[src/rtl/odd_number_pkg.sv]
// ---------------------------------------------------------------------------
// odd_number_pkg: state encodings and default sizes shared by the requester
// and the odd-number analyzer.
// Revision: 1.0
// ---------------------------------------------------------------------------
`default_nettype none

package odd_number_pkg;

    localparam int DEF_WIDTH   = 8;
    localparam int DEF_TIMEOUT = 15;
    localparam int DEF_CNT_W   = 8;

    typedef enum logic [2:0] {
        REQ_IDLE    = 3'd0,
        REQ_SETUP   = 3'd1,
        REQ_RUN     = 3'd2,
        REQ_DONE    = 3'd3,
        REQ_RECOVER = 3'd4
    } req_state_t;

    // Analyzer-side encodings, kept here so the analyzer can import them.
    typedef enum logic [1:0] {
        AN_IDLE   = 2'd0,
        AN_SAMPLE = 2'd1,
        AN_WAIT   = 2'd2,
        AN_REPORT = 2'd3
    } an_state_t;

endpackage

`default_nettype wire

[src/rtl/odd_number_requester_sat_counter.sv]
// ---------------------------------------------------------------------------
// sat_counter: up-counter that sticks at its all-ones value.
// Revision: 1.0
// ---------------------------------------------------------------------------
`default_nettype none

module sat_counter #(
    parameter int CNT_W = 8
) (
    input  logic             clock,
    input  logic             reset,
    input  logic             inc,
    output logic [CNT_W-1:0] count
);

    always_ff @(posedge clock) begin
        if (reset) begin
            count <= '0;
        end else if (inc && (count != '1)) begin
            count <= count + 1'b1;
        end
    end

endmodule

`default_nettype wire

[src/rtl/odd_number_requester.sv]
// ---------------------------------------------------------------------------
// odd_number_requester: feeds one number at a time to the odd-number analyzer,
// waits for its verdict with a timeout and keeps saturating odd/even tallies.
// Optional macro: ODD_NUMBER_REQUESTER_SELFCHECK_EN (verdict vs. in_data[0]).
// Revision: 1.0
// ---------------------------------------------------------------------------
`default_nettype none

module odd_number_requester
    import odd_number_pkg::*;
#(
    parameter int WIDTH   = DEF_WIDTH,
    parameter int TIMEOUT = DEF_TIMEOUT,
    parameter int CNT_W   = DEF_CNT_W
) (
    input  logic             clock,
    input  logic             reset,
    input  logic             in_valid,
    input  logic [WIDTH-1:0] in_data,
    output logic             in_ready,
    output logic             an_number,
    output logic             an_enable,
    input  logic             an_ready,
    input  logic             an_is_odd,
    output logic             res_valid,
    output logic             res_is_odd,
    output logic             res_timeout,
    output logic             res_mismatch,
    output logic [CNT_W-1:0] odd_count,
    output logic [CNT_W-1:0] even_count
);

    req_state_t state;
    req_state_t state_next;
    logic       captured_lsb;
    logic [7:0] wait_cnt;
    logic       run_expire;
    logic       run_finish;
    logic       odd_inc;
    logic       even_inc;

    // Parity is all the analyzer sees; the upper bits are accepted but unused.
    logic       unused_data_bits;
    assign unused_data_bits = ^in_data[WIDTH-1:1];

    assign run_expire = (wait_cnt == 8'(TIMEOUT));
    assign run_finish = (state == REQ_RUN) && (an_ready || run_expire);

    always_ff @(posedge clock) begin
        if (reset) begin
            state <= REQ_IDLE;
        end else begin
            state <= state_next;
        end
    end

    always_comb begin
        state_next = state;
        in_ready   = 1'b0;
        an_enable  = 1'b0;
        an_number  = 1'b0;
        res_valid  = 1'b0;
        case (state)
            REQ_IDLE: begin
                in_ready = 1'b1;
                if (in_valid) state_next = REQ_SETUP;
            end
            REQ_SETUP: begin
                an_number  = captured_lsb;
                state_next = REQ_RUN;
            end
            REQ_RUN: begin
                an_number = captured_lsb;
                an_enable = 1'b1;
                if (an_ready || run_expire) state_next = REQ_DONE;
            end
            REQ_DONE: begin
                an_number  = captured_lsb;
                res_valid  = 1'b1;
                state_next = REQ_RECOVER;
            end
            REQ_RECOVER: begin
                an_number  = captured_lsb;
                state_next = REQ_IDLE;
            end
            default: state_next = REQ_IDLE;
        endcase
    end

    // A ready seen on the final RUN cycle still counts as a real verdict.
    always_ff @(posedge clock) begin
        if (reset) begin
            captured_lsb <= 1'b0;
            wait_cnt     <= '0;
            res_is_odd   <= 1'b0;
            res_timeout  <= 1'b0;
        end else begin
            if ((state == REQ_IDLE) && in_valid) captured_lsb <= in_data[0];
            if (state == REQ_RUN) wait_cnt <= wait_cnt + 8'd1;
            else                  wait_cnt <= '0;
            if (run_finish) begin
                res_is_odd  <= an_ready & an_is_odd;
                res_timeout <= ~an_ready;
            end
        end
    end

`ifdef ODD_NUMBER_REQUESTER_SELFCHECK_EN
    logic mismatch_q;

    always_ff @(posedge clock) begin
        if (reset) begin
            mismatch_q <= 1'b0;
        end else if (run_finish) begin
            mismatch_q <= an_ready & (an_is_odd ^ captured_lsb);
        end
    end

    assign res_mismatch = mismatch_q;
`else
    assign res_mismatch = 1'b0;
`endif

    assign odd_inc  = (state == REQ_DONE) && !res_timeout &&  res_is_odd;
    assign even_inc = (state == REQ_DONE) && !res_timeout && !res_is_odd;

    sat_counter #(.CNT_W(CNT_W)) u_odd_tally (
        .clock (clock),
        .reset (reset),
        .inc   (odd_inc),
        .count (odd_count)
    );

    sat_counter #(.CNT_W(CNT_W)) u_even_tally (
        .clock (clock),
        .reset (reset),
        .inc   (even_inc),
        .count (even_count)
    );

endmodule

`default_nettype wire

[config.mk]
export PLATFORM = sky130hd
export DESIGN_NAME = odd_number_requester
export DESIGN_NICKNAME = d
export VERILOG_FILES = /design/src/rtl/odd_number_pkg.sv /design/src/rtl/odd_number_requester_sat_counter.sv /design/src/rtl/odd_number_requester.sv
export SDC_FILE = /design/constraint.sdc
export NUM_CORES = 1
export LEC_CHECK = 0
export CORE_MARGIN = 2
export CORE_UTILIZATION = 45
export CTS_BUF_LIST = sky130_fd_sc_hd__clkbuf_4 sky130_fd_sc_hd__clkbuf_8
export CTS_CLUSTER_DIAMETER = 50
export DETAILED_ROUTE_END_ITERATION = 10
export PLACE_DENSITY = 0.78
export SYNTH_ARGS = -nofsm -noshare
export SYNTH_HDL_FRONTEND = slang
export SYNTH_SLANG_ARGS = --single-unit
[constraint.sdc]
create_clock -name clock -period 1.7 [get_ports clock]
set_input_delay 0.17 -clock clock [delete_from_list [all_inputs] [get_ports clock]]
set_output_delay 0.17 -clock clock [all_outputs]
set_load 0.02 [all_outputs]
# Yosys cells after proc, flatten, opt, wreduce, memory -nomap -nowiden
# Cells that the tools add are included.
# totals
ff_bits	30
in_bits	13
out_inout_bits	23
elab_cells	43
# op_classes
addsub	3
eq_ne	9
n_mux	7
n_bitwise	3
reduce_logical	14
# op_table
op	count
adder 8 x 1 -> 8 bit, second input constant	3
inequality test 8 bit, second input constant	2
case mux 3 bit (4 select lines)	1
equality test 8 x 4 -> 1 bit, second input constant	1
logical AND 1 bit	7
equality test 3 x 2 -> 1 bit, second input constant	2
two-way mux 3 bit	2
two-way mux 1 bit	4
inequality test 2 bit, second input constant	2
OR reduction 4 bit	1
equality test 3 x 1 -> 1 bit, second input constant	1
equality test 3 bit, second input constant	1
zero test 3 bit	1
zero test 1 bit	2
inverter 1 bit	2
AND reduction 2 bit	1
OR reduction 2 bit	1
AND 1 bit	1
logical OR 1 bit	1

# Longest topological paths before layout
# Gate-level depths: netlist (run 1).
# depth
depth_word	4
mapped_depth	5
ltp_nobuf	5

# By module
# Synthesis (run 1) repeated with hierarchy kept, for this count alone.
# unflattened
cells_unflattened	161
area_unflattened_um2	1478.9
# by_module_without_submodules
module	instances	cells_each	area_per_inst_um2	seq_area_each_um2
sat_counter	2	46	430.4	160.2
odd_number_requester	1	69	618.1	280.3

# Worst setup path after synthesis (run 1)
# Ideal clock, no wire load.
# synth_path
path_kind	register -> register
startpoint	register u_even_tally.count[0]
endpoint	register u_even_tally.count[5]
setup_time_ns	0.121
arrival_ns	1.693
t_required_ns	1.579
path_slack_ns	-0.114
stages_incl_launch_ff	6
path_buffers	0
synth_period_minus_slack_ns	1.814
cell_sequence	dfxtp_1 > ha_1 > and3_1 > a2111oi_4 > nand3_1 > mux2_2
# synth_via
elab_chain_len	2
word_cells_on_any_way	3
classes_between	1 x add/sub; 1 x eq/ne; 1 x reduce/logical
# synth_lines
element	line	text
from (decl)	odd_number_requester_sat_counter.sv:13	output logic [CNT_W-1:0] count
from (signal assigned)	odd_number_requester_sat_counter.sv:20	count <= count + 1'b1;
parallel branches: the longest is 2 deep, another holds adder 8 x 1 -> 8 bit	--	
# Parallel ways; which one is timed is not known.
# A chain may end at the register's enable or synchronous reset.

# Worst setup path in the final report (run 1)
# layout_path
startpoint	register u_even_tally.count[2]
endpoint	output port even_count[2]
# layout_lines
element	line	text
to (decl)	odd_number_requester.sv:30	output logic [CNT_W-1:0] even_count
# No word-level cell between the ends.

==> results of run 1 <==
==> per-layer routing <==
metal / routed length (um) / vias up / global-route usage (%)
met2: 1390 / 18 / 28.1
met5: 0 / - / 0
met3: 101 / 9 / 5.68
met4: 68 / 0 / 12.1
met1: 1250 / 552 / 20.8
li1: - / 606 / -
==> timing repair <==
action	CTS	global route
resized for setup	8	5
endpoints found under the setup margin	6	4
buffers inserted	0	1
pin swaps	1	2
==> through the flow <==
step | setup WS [ps] | util (%) | total power [mW] | std cells | cell area (um^2)
4_1_cts | 33.8 | 60.0 | 1.35 | 219 | 1800
2_1_floorplan | -72.7 | - | 0.834 | 148 | 1390
5_1_grt | -1.02 | 60.9 | 1.41 | 220 | 1830
3_3_place_gp | 48.2 | 57.9 | 0.902 | 211 | 1740
6_report | 75.3 | 60.9 | 1.34 | 220 | 1830
3_5_place_dp | 3.42 | 57.9 | 0.908 | 211 | 1740
==> how the worst max path moves through the flow <==
stage                                      from                     to  slack (ps)  cells after the start
after floorplan           u_even_tally.count[0]  u_even_tally.count[5]         -70                      5
after detailed placement  u_even_tally.count[0]  u_even_tally.count[5]           3                      5
final                     u_even_tally.count[2]          even_count[2]          80                      1
after global routing       u_odd_tally.count[1]   u_odd_tally.count[1]          -1                      5
after global placement    u_even_tally.count[0]  u_even_tally.count[5]          50                      5
after CTS                 u_even_tally.count[0]  u_even_tally.count[5]          30                      5
==> cell families (layout without fill, tap and decap cells) <==
| logic type | Yosys count | in the layout | share of synthesized area [%] |
|---|---|---|---|
| AND/OR/NAND/NOR | 67 | 67 | 27.2 |
| flip-flops | 30 | 30 | 43.3 |
| AO/OA/AOI/OAI | 22 | 22 | 12.7 |
| XOR/XNOR | 14 | 14 | 8.84 |
| buffers and inverters | 8 | 47 | 2.71 |
| adder cells (fa/ha/maj) | 3 | 3 | 2.71 |
| multiplexers | 3 | 3 | 2.26 |
| other | 1 | 1 | 0.270 |
==> cells in the mapped netlist, drive strengths merged <==
cell,count
buf,2
o2bb2ai,1
nand4b,1
mux2,1
and3,4
ha,3
clkbuf,3
a221oi,1
nor2,22
o211ai,1
nor3,4
nand4bb,1
and4bb,1
o21ai,5
and3b,1
conb,1
a211oi,3
and4,2
dfxtp,30
nand2,6
nand4,2
nor3b,1
or4,1
inv,3
nor2b,3
mux2i,2
xor2,7
o2111ai,2
a31o,1
a2111oi,2
nor4b,1
nand2b,2
nor4,1
a21oi,6
nand3,11
or3,3
xnor2,7
==> cell type report <==
type                    count  area (um^2)
multi-input cells         110          772
inverters                   3         11.3
flip-flops and latches     30          606
clock inverters             1         5.00
repair buffers             36          335
fillers                   264         1170
well taps                  33         41.3
clock buffers               7         58.8
==> flip-flops by register name, summed over array words and instances, names as in the netlist <==
register,flops
captured_lsb,1
u_odd_tally.count,8
wait_cnt,8
state,3
res_timeout,1
res_is_odd,1
u_even_tally.count,8
==> where the power goes <==
group / switching (mW) / internal (mW) / leakage, nW
registers: 0.0231 / 0.719 / 0.244
clock network: 0.236 / 0.216 / 0.0387
logic: 0.0735 / 0.0727 / 0.398
total: 0.332 / 1.01 / 0.681
==> flow_metrics.env, run 1 <==
export IMPL_crit_family="buffers and inverters"
export IMPL_hold_viol_final=0
export IMPL_r2r_end="u_even_tally.count[5]"
export IMPL_r2r_cells=5
export IMPL_fmax_ghz=0.615
export IMPL_dp_hpwl_um=2050
export IMPL_crit_buf_inv=1
export IMPL_rows=20
export IMPL_area_growth_synth_to_final_pct=31.9
export IMPL_ys_warn_count=0
export IMPL_drv_slew=0
export IMPL_r2r_slack_ps=90
export IMPL_path_cells="clkdlybuf4s50_1"
export IMPL_tritoncts="yes"
export IMPL_die_y_um=59.5
export IMPL_wl_per_cell_um=12.8
export IMPL_whs_path_depth=3
export IMPL_critPathMaxFanout=8
export IMPL_r2r_start="u_even_tally.count[0]"
export IMPL_gp_routability_congestion=0.818
export IMPL_min_delay_start="in_data[0]"
export IMPL_insertion_delay_ps=330
export IMPL_hold_ws_ps=397
export IMPL_worst_setup_path_type="reg2out"
export IMPL_fin_skew_ps=4.79
export IMPL_layout_commonest_cell="dfxtp_1"
export IMPL_hold_class="in2reg"
export IMPL_setup_viol=0
export IMPL_grt_usage_pct=17.9
export IMPL_grt_max_degree=13
export IMPL_syn_nets=164
export IMPL_layout_common_cells="dfxtp_1 (26), nor2_1 (22), clkdlybuf4s50_1 (22), nand3_1 (11), buf_4 (9)"
export IMPL_detail_route_drc_violations=0
export IMPL_cp_end_kind="output port"
export IMPL_min_period_over_period_pct=95.6
export IMPL_min_period_ps=1620
export IMPL_fin_setup_tns_ps=0
export IMPL_die_area_um2=3540
export IMPL_critPathLaunchType="flop"
export IMPL_port_buffers=27
export IMPL_drive_above_1_share_pct=17.6
export IMPL_netlist_top_cell_by_area="dfxtp_1"
export IMPL_p_leak_nw=0.681
export IMPL_num_vias=1185
export IMPL_grt_overflow_total=0
export IMPL_cts_path_max_buffers=2
export IMPL_antenna_found_initial=0
export IMPL_cts_root_buf="clkbuf_4"
export IMPL_cts_sinks=30
export IMPL_seq_area_frac_synth_pct=43.3
export IMPL_die_w_um=59.5
export IMPL_yosysUniqueCellTypes=39
export IMPL_powerDensity_nw_per_um2=732
export IMPL_syn_inst=148
export IMPL_ios=36
export IMPL_cts_hold_buffers=0
export IMPL_critical_path_arrival_ps=1450
export IMPL_ant_nets=0
export IMPL_required_ps=1530
export IMPL_syn_area_per_cell_um2=9.37
export IMPL_synth_area_top_cells="dfxtp_1 (43%), nor2_1 (6.0%), xnor2_1 (4.4%), xor2_1 (4.4%), nand3_1 (4.0%)"
export IMPL_synth_top_area_share_pct=43.3
export IMPL_numCtsBuffers=5
export IMPL_h_tree_depth=2
export IMPL_vias_per_cell=5.39
export IMPL_drt_iter0_drc=51
export IMPL_synth_seq_cells=30
export IMPL_outcome="complete, no violations"
export IMPL_nets=202
export IMPL_hold_end="captured_lsb"
export IMPL_start_util_pct=46.2
export IMPL_netlist_area_um2=1390
export IMPL_cp_slowest_cell="clkdlybuf4s50_1"
export IMPL_slowest_delay_ps=660
export IMPL_drt_first_pass_iters=4
export IMPL_clkTransAtPathRegs_ps=90
export IMPL_irDropWorstVdd_v=0.000438
export IMPL_drt_wl_total_um=2810
export IMPL_core_area_um2=3000
export IMPL_max_cap_violations=0
export IMPL_grt_pass1_wl_um=4700
export IMPL_grt_pass1_vias=1083
export IMPL_diodes=0
Note: power is estimated with default switching activity, not from simulation.
==> inputs of run 2 (changes only) <==
CORE_UTILIZATION = 30   (was 45)
PLACE_DENSITY = default   (was 0.78)
clock period = 1.8 ns   (was 1.7 ns; I/O delays follow)
==> flow_metrics.env, run 2 (same netlist as run 1, synthesis figures left out) <==
export IMPL_cts_sinks=30
export IMPL_ios=36
export IMPL_drt_first_pass_iters=4
export IMPL_max_cap_violations=0
export IMPL_fmax_ghz=0.606
export IMPL_cts_root_buf="clkbuf_8"
export IMPL_critPathLaunchType="flop"
export IMPL_antenna_found_initial=0
export IMPL_critPathMaxFanout=7
export IMPL_powerDensity_nw_per_um2=734
export IMPL_critical_path_arrival_ps=1470
export IMPL_p_leak_nw=0.654
export IMPL_outcome="complete, no violations"
export IMPL_required_ps=1620
export IMPL_layout_common_cells="dfxtp_1 (28), clkdlybuf4s50_1 (24), nor2_1 (22), nand3_1 (11), buf_4 (8)"
export IMPL_grt_pass1_vias=1141
export IMPL_nets=201
export IMPL_area_growth_synth_to_final_pct=32.8
export IMPL_cp_end_kind="output port"
export IMPL_detail_route_drc_violations=0
export IMPL_min_delay_start="wait_cnt[0]"
export IMPL_fin_setup_tns_ps=0
export IMPL_r2r_start="u_even_tally.count[1]"
export IMPL_clkTransAtPathRegs_ps=60
export IMPL_hold_end="wait_cnt[0]"
export IMPL_min_period_over_period_pct=91.7
export IMPL_postLayoutCoreUtil_pct=41.7
export IMPL_insertion_delay_ps=280
export IMPL_irDropWorstVdd_v=0.000240
export IMPL_die_y_um=72.0
export IMPL_grt_max_degree=15
export IMPL_num_vias=1165
export IMPL_drt_wl_total_um=2820
export IMPL_vias_per_cell=4.92
export IMPL_dp_hpwl_um=2130
export IMPL_drive_above_1_share_pct=13.5
export IMPL_min_period_ps=1650
export IMPL_grt_usage_pct=11.9
export IMPL_largestRegisters="u_even_tally.count x8, u_odd_tally.count x8, wait_cnt x8"
export IMPL_r2r_cells=5
export IMPL_whs_path_depth=1
export IMPL_ant_nets=0
export IMPL_diodes=0
export IMPL_drv_slew=0
export IMPL_core_area_um2=4410
export IMPL_layout_commonest_cell="dfxtp_1"
export IMPL_die_area_um2=5180
export IMPL_gp_routability_congestion=0.798
export IMPL_hold_class="reg2reg"
export IMPL_post_cts_buffers=0
export IMPL_port_buffers=27
export IMPL_die_w_um=72.0
export IMPL_h_tree_depth=2
export IMPL_grt_overflow_total=0
export IMPL_rows=24
export IMPL_numCtsBuffers=5
export IMPL_setup_viol=0
export IMPL_hold_viol_final=0
export IMPL_r2r_slack_ps=160
export IMPL_worst_setup_path_type="reg2out"
export IMPL_r2r_end="u_even_tally.count[5]"
export IMPL_drt_iter0_drc=28
export IMPL_cts_path_max_buffers=2
export IMPL_fillers=416
export IMPL_start_util_pct=31.4
export IMPL_fin_skew_ps=4.67
export IMPL_wl_per_cell_um=11.9
export IMPL_grt_pass1_wl_um=4860
export IMPL_tritoncts="yes"
export IMPL_rsz0062_at_grt="false"
## run 2: cell count changes in the layout (fill, tap and decap cells not counted), moves of 2 or more
cell	change
clkbuf_4	-4
clkbuf_8	+4
clkdlybuf4s50_1	+2
dfxtp_1	+2
dfxtp_2	-2
## run 2: power by group
| part | total (mW) | switching (mW) | leakage (nW) | internal, mW |
|---|---|---|---|---|
| clock | 0.519 | 0.223 | 0.0452 | 0.295 |
| sequential | 0.700 | 0.0204 | 0.243 | 0.680 |
| combinational | 0.132 | 0.0666 | 0.366 | 0.0653 |
## run 2: worst max-delay path, stage by stage (launching register included)
cell	delay [ps]
dfxtp_2	400
nand2_1	90
nor2_1	100
clkdlybuf4s50_1	610
## run 2: final cells by class
class,count,area (um^2),area share (%)
sequential,30,603,32.8
tap,52,65.1,3.54
clock buffer,7,83.8,4.55
inverter,3,11.3,0.612
multi-input combinational,110,751,40.8
timing repair buffer,35,327,17.7
## run 2: worst max-delay path by stage
stage                                      from               endpoint  slack, ps  depth (start not counted)
after CTS                 u_even_tally.count[1]  u_even_tally.count[5]        100                          5
after global routing      u_even_tally.count[1]  u_even_tally.count[5]         40                          5
after floorplan                        state[1]            res_timeout          8                          3
after global placement    u_even_tally.count[1]  u_even_tally.count[5]        140                          5
after detailed placement  u_even_tally.count[1]  u_even_tally.count[5]        120                          5
final                                  state[1]              res_valid        150                          3
## run 2: per-layer routing
metal | track usage, % | vias up | share of wire [%]
li1 | - | 597 | -
met1 | 14.1 | 540 | 49
met2 | 18.8 | 25 | 46
met3 | 4.31 | 3 | 4.9
met4 | 6.29 | 0 | 0.53
met5 | 0 | - | 0
## run 2: per-stage QoR
stage	hold WS (ps)	std cells	area (um^2)	power, mW	setup WS, ps
3_3_place_gp	426	230	1760	0.850	139
5_1_grt	473	237	1840	1.41	43.0
3_5_place_dp	432	230	1760	0.852	116
6_report	443	237	1840	1.35	149
2_1_floorplan	291	148	1390	0.786	8.22
4_1_cts	441	237	1840	1.37	99.9
## run 2: timing repair
item / CTS / global route
resized for setup: 5 / 0
hold buffers: 0 / 0
setup endpoints to repair: 3 / 1
pin swaps: 0 / 1
==> inputs of run 3 (changes only) <==
CORE_MARGIN = 8   (was 2)
PLACE_DENSITY_LB_ADDON = 0.1   (was default)
==> flow_metrics.env, run 3 (same netlist as run 1, synthesis figures left out) <==
export IMPL_drt_first_pass_iters=4
export IMPL_drt_wl_total_um=3040
export IMPL_grt_pass1_wl_um=5150
export IMPL_multiInputGateArea_um2=761
export IMPL_insertion_delay_ps=280
export IMPL_vias_per_cell=4.85
export IMPL_setup_viol=0
export IMPL_layout_common_cells="dfxtp_1 (27), clkdlybuf4s50_1 (23), nor2_1 (22), nand3_1 (11), buf_4 (9)"
export IMPL_core_area_um2=4410
export IMPL_wl_per_cell_um=12.7
export IMPL_detail_route_drc_violations=0
export IMPL_required_ps=1970
export IMPL_seq_area_um2=604
export IMPL_outcome="complete, no violations"
export IMPL_die_area_um2=7050
export IMPL_h_tree_depth=2
export IMPL_fillers=437
export IMPL_drive_above_1_share_pct=16.0
export IMPL_tritoncts="yes"
export IMPL_p_leak_nw=0.714
export IMPL_clkTransAtPathRegs_ps=60
export IMPL_critPathMaxFanout=4
export IMPL_fin_skew_ps=2.03
export IMPL_area_growth_synth_to_final_pct=36.7
export IMPL_cts_path_max_buffers=2
export IMPL_grt_max_degree=10
export IMPL_ios=36
export IMPL_irDropWorstVdd_v=0.000412
export IMPL_gp_routability_congestion=0.717
export IMPL_largestRegisters="u_even_tally.count x8, u_odd_tally.count x8, wait_cnt x8"
export IMPL_hold_viol_final=0
export IMPL_cts_sinks=30
export IMPL_rows=24
export IMPL_port_buffers=27
export IMPL_total_power_mw=1.47
export IMPL_cts_root_buf="clkbuf_8"
export IMPL_min_period_ps=1680
export IMPL_grt_usage_pct=8.91
export IMPL_min_period_over_period_pct=93.2
export IMPL_die_w_um=84.0
export IMPL_grt_pass1_vias=1140
export IMPL_fin_setup_tns_ps=0
export IMPL_layout_commonest_cell="dfxtp_1"
export IMPL_cp_end_kind="flop"
export IMPL_critical_path_arrival_ps=1850
export IMPL_powerDensity_nw_per_um2=776
export IMPL_nets=202
export IMPL_fmax_ghz=0.596
export IMPL_ant_nets=0
export IMPL_num_vias=1158
export IMPL_numCtsBuffers=5
export IMPL_worst_setup_path_type="reg2reg"
export IMPL_post_cts_buffers=0
export IMPL_critPathLaunchType="flop"
export IMPL_drv_slew=0
export IMPL_start_util_pct=31.4
export IMPL_drt_iter0_drc=29
export IMPL_max_cap_violations=0
export IMPL_dp_hpwl_um=2270
export IMPL_rsz0062_at_grt="false"
export IMPL_antenna_found_initial=0
export IMPL_cts_hold_buffers=0
export IMPL_diodes=0
export IMPL_grt_overflow_total=0
export IMPL_die_y_um=84.0
export IMPL_hold_class="reg2reg"
run 3: cell types whose count changed in the layout (fill, tap and decap cells not counted), moves of 2 or more:
cell | before | now
dlymetal6s2s_1 | 0 | 3
clkbuf_8 | 5 | 8
clkbuf_4 | 2 | 0
dlygate4sd2_1 | 3 | 1
run 3: timing repair:
action / CTS / global route
gates resized for setup: 6 / 3
endpoints found under the setup margin: 4 / 3
pin swaps: 0 / 0
run 3: metrics by stage:
step	util [%]	hold WS [ps]	area, um^2	cells	setup slack (ps)
6_report	42.9	442	1900	239	122
5_1_grt	42.9	481	1900	239	45.3
4_1_cts	42.8	445	1890	239	13.1
3_5_place_dp	40.0	437	1770	231	123
3_3_place_gp	40.0	424	1770	231	139
2_1_floorplan	-	291	1390	148	8.22
run 3: critical path, stage by stage (launching register included):
cell	delay, ps
dfxtp_1	310
ha_2	180
and3_1	260
a2111oi_4	420
nand3_1	130
mux2_2	270
run 3: final timing paths:
kind / from / end / slack [ps] / cells past startpoint
max: u_even_tally.count[0] / u_even_tally.count[5] / 120 / 5
min: wait_cnt[0] / wait_cnt[0] / 440 / 1
max reg2reg: u_even_tally.count[0] / u_even_tally.count[5] / 120 / 5
min reg2reg: wait_cnt[0] / wait_cnt[0] / 440 / 1
run 3: final cells by class:
cell class	instances	share of cell area [%]
multi-input combinational	110	40.1
sequential	30	31.9
timing repair buffer	36	18.2
clock buffer	8	5.81
tap	52	3.43
inverter	3	0.594
run 3: power by group:
| group | internal [mW] | leakage (nW) | switching [mW] | total (mW) |
|---|---|---|---|---|
| registers | 0.679 | 0.243 | 0.0226 | 0.702 |
| clock network | 0.385 | 0.0575 | 0.244 | 0.630 |
| logic | 0.0726 | 0.413 | 0.0675 | 0.140 |
run 3: per-layer routing:
| layer | vias up | routed length [um] | GRT usage (%) |
|---|---|---|---|
| li1 | 603 | - | - |
| met1 | 525 | 1450 | 10.1 |
| met2 | 23 | 1320 | 13.5 |
| met3 | 7 | 204 | 4.00 |
| met4 | 0 | 65 | 5.18 |
| met5 | - | 0 | 0 |
